**config.mk**
```make
export PLATFORM = sky130hd
export DESIGN_NAME = imem_arbiter
export DESIGN_NICKNAME = d
export VERILOG_FILES = /design/src/rtl/imem_arbiter_pkg.sv /design/src/rtl/imem_ld_port.sv /design/src/rtl/imem_arbiter.sv
export SDC_FILE = /design/constraint.sdc
export NUM_CORES = 1
export LEC_CHECK = 0
export BUFFER_PORTS_ARGS = -buffer_cell sky130_fd_sc_hd__buf_2
export CAP_MARGIN = 0
export CORE_AREA = 2 2 80 82
export DETAILED_ROUTE_END_ITERATION = 7
export DIE_AREA = 0 0 82 84
export PLACE_DENSITY = 0.76
export SYNTH_ARGS = -nofsm -noshare
export SYNTH_HDL_FRONTEND = slang
export SYNTH_SLANG_ARGS = --single-unit
```
**constraint.sdc**
```tcl
create_clock -name clk -period 2.6 [get_ports clk]
set_input_delay 0.26 -clock clk [delete_from_list [all_inputs] [get_ports clk]]
set_output_delay 0.26 -clock clk [all_outputs]
set_load 0.02 [all_outputs]
```
**src/rtl/imem_arbiter_pkg.sv**
```systemverilog
// imem_arbiter_pkg: shared instruction-memory widths and arbiter FSM state encoding
package imem_arbiter_pkg;
  localparam int ADR_BIT = 16;
  localparam int ISC_BIT = 32;
  typedef enum logic [1:0] {IDLE = 2'd0, RUN = 2'd1, DRAIN = 2'd2} state_t;
endpackage

```
**src/rtl/imem_ld_port.sv**
```systemverilog
// imem_ld_port: loader handshake, saturating write counter and read-back pipeline (IMEM_ARB_READBACK_EN); ports grant/clr from FSM, ld_* loader side, req_* BRAM request, rom_dout read data
module imem_ld_port #(
  parameter int ADR_W = 16,
  parameter int ISC_W = 32,
  parameter int CNT_W = 16
) (
  input  logic             clk,
  input  logic             rst,
  input  logic             grant,
  input  logic             clr,
  input  logic             ld_valid,
  input  logic             ld_we,
  input  logic [ADR_W-1:0] ld_addr,
  input  logic [ISC_W-1:0] ld_data,
  input  logic [ISC_W-1:0] rom_dout,
  output logic             ld_ready,
  output logic             ld_rvalid,
  output logic [ISC_W-1:0] ld_rdata,
  output logic [CNT_W-1:0] ld_count,
  output logic             req_en,
  output logic             req_we,
  output logic [ADR_W-1:0] req_addr,
  output logic [ISC_W-1:0] req_din
);
  logic acc;
  assign acc = ld_valid & ld_ready;
  assign req_en = acc;
  assign req_addr = ld_addr;
  assign req_din = ld_data;
`ifdef IMEM_ARB_READBACK_EN
  logic rd_pend;
  always_ff @(posedge clk or posedge rst)
    if (rst) rd_pend <= 1'b0;
    else rd_pend <= acc & ~ld_we;
  assign ld_ready = grant & ~rst & ~rd_pend;
  assign req_we = acc & ld_we;
  assign ld_rvalid = rd_pend;
  assign ld_rdata = rd_pend ? rom_dout : '0;
`else
  logic unused_rd;
  assign unused_rd = ^{ld_we, rom_dout};
  assign ld_ready = grant & ~rst;
  assign req_we = acc;
  assign ld_rvalid = 1'b0;
  assign ld_rdata = '0;
`endif
  always_ff @(posedge clk or posedge rst)
    if (rst) ld_count <= '0;
    else if (clr) ld_count <= '0;
    else if (req_we & ~&ld_count) ld_count <= ld_count + 1'b1;
endmodule

```
**src/rtl/imem_arbiter.sv**
```systemverilog
// imem_arbiter: shares the instruction BRAM port between CPU fetch (fetch_*, isc_valid) and the program loader (ld_*), drives ROM_* pins; optional read-back via IMEM_ARB_READBACK_EN
module imem_arbiter
  import imem_arbiter_pkg::*;
#(
  parameter int ADR_W = ADR_BIT,
  parameter int ISC_W = ISC_BIT,
  parameter int CNT_W = 16
) (
  input  logic             clk,
  input  logic             rst,
  input  logic             enable_CPU,
  input  logic             stall,
  input  logic             branch_taken,
  input  logic [ADR_W-1:0] fetch_pc,
  output logic             fetch_ena_n,
  output logic             isc_valid,
  output logic             cpu_halted,
  input  logic             ld_valid,
  output logic             ld_ready,
  input  logic             ld_we,
  input  logic [ADR_W-1:0] ld_addr,
  input  logic [ISC_W-1:0] ld_data,
  output logic [ISC_W-1:0] ld_rdata,
  output logic             ld_rvalid,
  output logic [CNT_W-1:0] ld_count,
  output logic             ROM_clk,
  output logic             ROM_rst,
  output logic             ROM_en,
  output logic             ROM_we,
  output logic [ADR_W-1:0] ROM_addr,
  output logic [ISC_W-1:0] ROM_din,
  input  logic [ISC_W-1:0] ROM_dout
);
  state_t state, nxt;
  logic run, req_en, req_we;
  logic [ADR_W-1:0] req_addr;
  imem_ld_port #(.ADR_W(ADR_W), .ISC_W(ISC_W), .CNT_W(CNT_W)) u_ld (
    .clk(clk), .rst(rst), .grant(state == IDLE), .clr(state == DRAIN),
    .ld_valid(ld_valid), .ld_we(ld_we), .ld_addr(ld_addr), .ld_data(ld_data),
    .rom_dout(ROM_dout), .ld_ready(ld_ready), .ld_rvalid(ld_rvalid),
    .ld_rdata(ld_rdata), .ld_count(ld_count), .req_en(req_en), .req_we(req_we),
    .req_addr(req_addr), .req_din(ROM_din)
  );
  always_ff @(posedge clk or posedge rst)
    if (rst) state <= IDLE;
    else state <= nxt;
  always_comb begin
    nxt = state == IDLE ? ((enable_CPU & ~ld_valid) ? RUN : IDLE)
        : state == RUN  ? ((ld_valid | ~enable_CPU) ? DRAIN : RUN)
        : IDLE;
    run = state == RUN;
    fetch_ena_n = ~run | stall;
    ROM_en = ~rst & (run ? ~fetch_ena_n : req_en);
    ROM_we = ~rst & ~run & req_we;
    ROM_addr = run ? fetch_pc : req_addr;
  end
  assign cpu_halted = ~run;
  assign ROM_clk = clk;
  assign ROM_rst = rst | (branch_taken & run);
  always_ff @(posedge clk or posedge rst)
    if (rst) isc_valid <= 1'b0;
    else isc_valid <= run & ROM_en & ~ROM_rst;
endmodule

```
== Yosys cells after proc, flatten, opt, wreduce, memory -nomap -nowiden ==
Cells that the tools add are included.

* Bitwise logic cells: 19
* Add/subtract/negate cells: 1
* Multiplexer cells: 8
* Reduce and logical (&&, ||, !) cells: 4
* Equality and inequality tests: 2

{| class="wikitable"
|+ Operators with widths
! cell !! number
|-
| $mux 16 || 3
|-
| $add 16x1->16 const B || 1
|-
| $reduce_and 16->1 || 1
|-
| $and 1x1->1 || 10
|-
| $mux 2 || 3
|-
| $not 1->1 || 6
|-
| $or 1x1->1 || 3
|-
| $eq 2x1->1 const B || 1
|-
| $eq 2x2->1 const B || 1
|-
| $logic_not 2->1 || 1
|-
| $mux 1 || 2
|-
| $reduce_bool 2->1 || 1
|-
| $logic_not 1->1 || 1
|}

* Output and inout bits: 105
* Input bits: 103
* Logic and storage cells: 37
* Bits in registers: 19

== Depth between registers and ports, before layout ==
* Depth after elaboration: 8
* Mapped depth: 6
* Gate-level depth less buffers: 5

== Modules after synthesis ==
From an unflattened synthesis, not the netlist that was laid out.

* Cells, all modules: 221
* Area, all modules: 2060.7 um^2

{| class="wikitable"
|+ Modules (own cells, without submodules)
! module !! area an instance (um^2) !! times used !! sequential area each (um^2) !! cells an instance
|-
| imem_ld_port || 1652.8 || 1 || 400.4 || 185
|-
| imem_arbiter || 407.9 || 1 || 75.1 || 36
|}

==> results.tsv <==
stage	metric	value	unit
outcome	status	finished, final reports clean	
sta	clock skew	0.00540	ns
clock_tree	CTS tree	done	
sta	final period utilization	0.958	
sta	normalized max-slew margin	0.487	
place	GPL Wtd Cong	0.853	
logic_synthesis	synthesized area	0.00176	mm²
route	DRC Markers	0	
pwr	share of power burned in registers	0.350	
logic_synthesis	register area share after synthesis	0.270	
route	DRT iter0 DRCs	72	
critical_path	crit path kind	in2reg	
logic_synthesis	Post-synth EDFFs	0	
route	Vias	1642	
logic_synthesis	post-synth top area cell	buf_4	
sta	min Tclk post-route	2.49	ns
critical_path	RR Endpoint	u_ld.ld_count[15]	
finish	footprint of the multi-input gates	860	µm²
finish	nets	389	
logic_synthesis	top-count cell post-synth	buf_4	
finish	Sequential Area	475	µm²
pwr	switching share of power	0.365	
pwr	Power Dens Cells	487	mW/mm²
route	vias per cell	4.55	
floorplanning	Starting Density	0.289	
critical_path	critical path launch point type	input port	
floorplanning	Boundary Pins	208	
critical_path	kind of end point of the critical path	flip-flop	
floorplanning	num rows	29	
place	number of port buffers	77	
sta	worst-margin pin slew	0.768	ns
clock_tree	hold_buf cts	1	
critical_path	Critical R2R Launch	state[0]	
finish	fraction of layout cells with a size suffix above 1	0.324	
floorplanning	die footprint	0.00689	mm²
logic_synthesis	ranking of synthesized cells by area	buf_4 28%, dfrtp_1 27%, nand2_1 13%, a21oi_1 2.3%, nand4_1 2.1%	
finish	filler instances	666	
logic_synthesis	ys async rst share	1.00	
sta	final hold vios	0	
logic_synthesis	#FFs+latches synth	19	
global_route	largest net degree at the start of global routing	20	
sta	hold slack	0.0701	ns
critical_path	Worst EP required	2.84	ns
pwr	Combinational Power Share	0.274	
critical_path	Critical Path End	u_ld.ld_count[15]	
logic_synthesis	Yosys cell types	36	
critical_path	crit-path max FO	6	
global_route	first-pass GRT wire length	6720	µm
global_route	vias in the first global route	1539	
route	WL final	4180	µm
pwr	Clock power frac	0.376	
route	Avg WL per Cell	11.6	µm
pwr	Pint	611	µW
route	TritonRoute pass-1 iters	4	
clock_tree	post-CTS sizing	0	
global_route	initial antenna violation count	0	
floorplanning	die height	84	µm
critical_path	cells on worst reg2reg path	4	
critical_path	R2R Setup Slk	0.26	ns
clock_tree	clk slew on worst S/H paths	0.08	ns
sta	unrepaired setup endpoints after global routing	false	
sta	setup violators final	0	
sta	Max Clock Freq	402	MHz
critical_path	CP Launch Point	rst	
logic_synthesis	ys flop type	dfrtp_1	
clock_tree	number of buffers inserted by post-CTS setup repair	0	
pwr	Static Leakage	0.00109	µW
sta	post-route setup TNS	0	ns
global_route	total gr overflow	0	
floorplanning	chip width	82	µm
route	ANT nets after route	0	
sta	max-slew violations	0	
global_route	All-Layer GR Usage	0.123	
logic_synthesis	yosys warns	0	
finish	n_diodes	0	
run	Max-Cap Viols	0	
finish	fin util	0.324	
logic_synthesis	Syn Inst Count	235	
hold_path	Hold Crit Class	in2reg	
floorplanning	core area	0.00610	mm²
finish	layout overhead on the synthesized area	12.2	%
pwr	Peak VDD IR	0.149	mV
critical_path	Critical Path AT	2.73	ns
pwr	Switch Pwr	351	µW
place	DP HPWL	3250	µm
logic_synthesis	top cell type's share of synthesized area	0.282	
logic_synthesis	Synth Area per Inst	7.49	µm²
clock_tree	Clock Latency Late Sink	0.36	ns
logic_synthesis	Synth top cells by count	66 x buf_4, 62 x nand2_1, 19 x dfrtp_1	
## how the worst min path moves through the flow
stage,start,endpoint,depth (start not counted)
floorplan,rst,isc_valid,1
global placement,rst,isc_valid,3
detailed placement,rst,isc_valid,3
CTS,branch_taken,isc_valid,2
global route,branch_taken,isc_valid,2
finish,branch_taken,isc_valid,2
## placed cells by master, fill, tap and decap left out, types with 2 or more instances in the layout
master	n
mux2i_1	3
buf_4	5
nor2_1	2
o31ai_1	5
nor3_1	5
o21ai_0	4
or4_1	5
clkbuf_8	6
nand3_1	6
clkinv_1	2
o41ai_1	2
dfrtp_1	19
nor2b_1	2
o211ai_1	2
conb_1	33
o311ai_0	2
nand2b_1	4
and4_1	3
buf_2	77
a21oi_1	8
nand4_1	6
inv_1	4
or3_1	3
nand2_1	62
## stage by stage
stage | total power [µW] | worst slack, ns | instances | cell area, µm²
final | 962 | 0.110 | 361 | 1970
after global routing | 1020 | 0.0550 | 361 | 1970
after CTS | 978 | 0.116 | 361 | 1970
after detailed placement | 644 | 0.268 | 353 | 1880
after global placement | 638 | 0.318 | 353 | 1880
after floorplan | 663 | 0.342 | 267 | 1880
## worst max-delay path, cell delays in order
cell and delay [ns]:
dlygate4sd3_1 0.54, buf_2 0.16, or4b_4 0.51, or4_4 0.60, or4_1 0.53, mux2i_1 0.15
## routing by layer
metal | vias up | GRT usage | wire, µm
met5 | - | 0 | 0
met3 | 17 | 0.0390 | 402
met2 | 75 | 0.202 | 2040
met4 | 0 | 0.0727 | 110
met1 | 751 | 0.137 | 1630
li1 | 799 | - | -
## flip-flops by register name (all words and copies together), names as in the netlist
signal         flops
u_ld.ld_count     16
state              2
isc_valid          1
## area by class of cell
cell class / count / area share
tap: 77 / 0.0488
clock inverter: 1 / 0.00253
timing repair buffer: 82 / 0.217
clock buffer: 7 / 0.0444
inverter: 6 / 0.0114
multi-input combinational: 169 / 0.435
sequential: 19 / 0.241
## power groups by stage
stage          logic [µW]  registers, µW  clock network (µW)
2_1_floorplan         264            354                44.9
3_3_place_gp          261            341                35.9
3_5_place_dp          265            342                35.9
4_1_cts               267            336                 375
5_1_grt               291            340                 391
6_report              264            337                 362
## cell families (layout without fill, tap and decap cells)
family,Yosys count,in the layout,share of synthesized area
buffers and inverters,79,96,0.309
DFF,19,19,0.270
AOI/OAI and AO/OA,26,26,0.0982
xor gates and xnor gates,1,1,0.00498
muxes,3,3,0.0171
adders and majority gates,1,1,0.00711
other,1,33,0.00213
and+or+nand+nor,105,105,0.291
No activity file was read; power rests on OpenSTA's default activity.
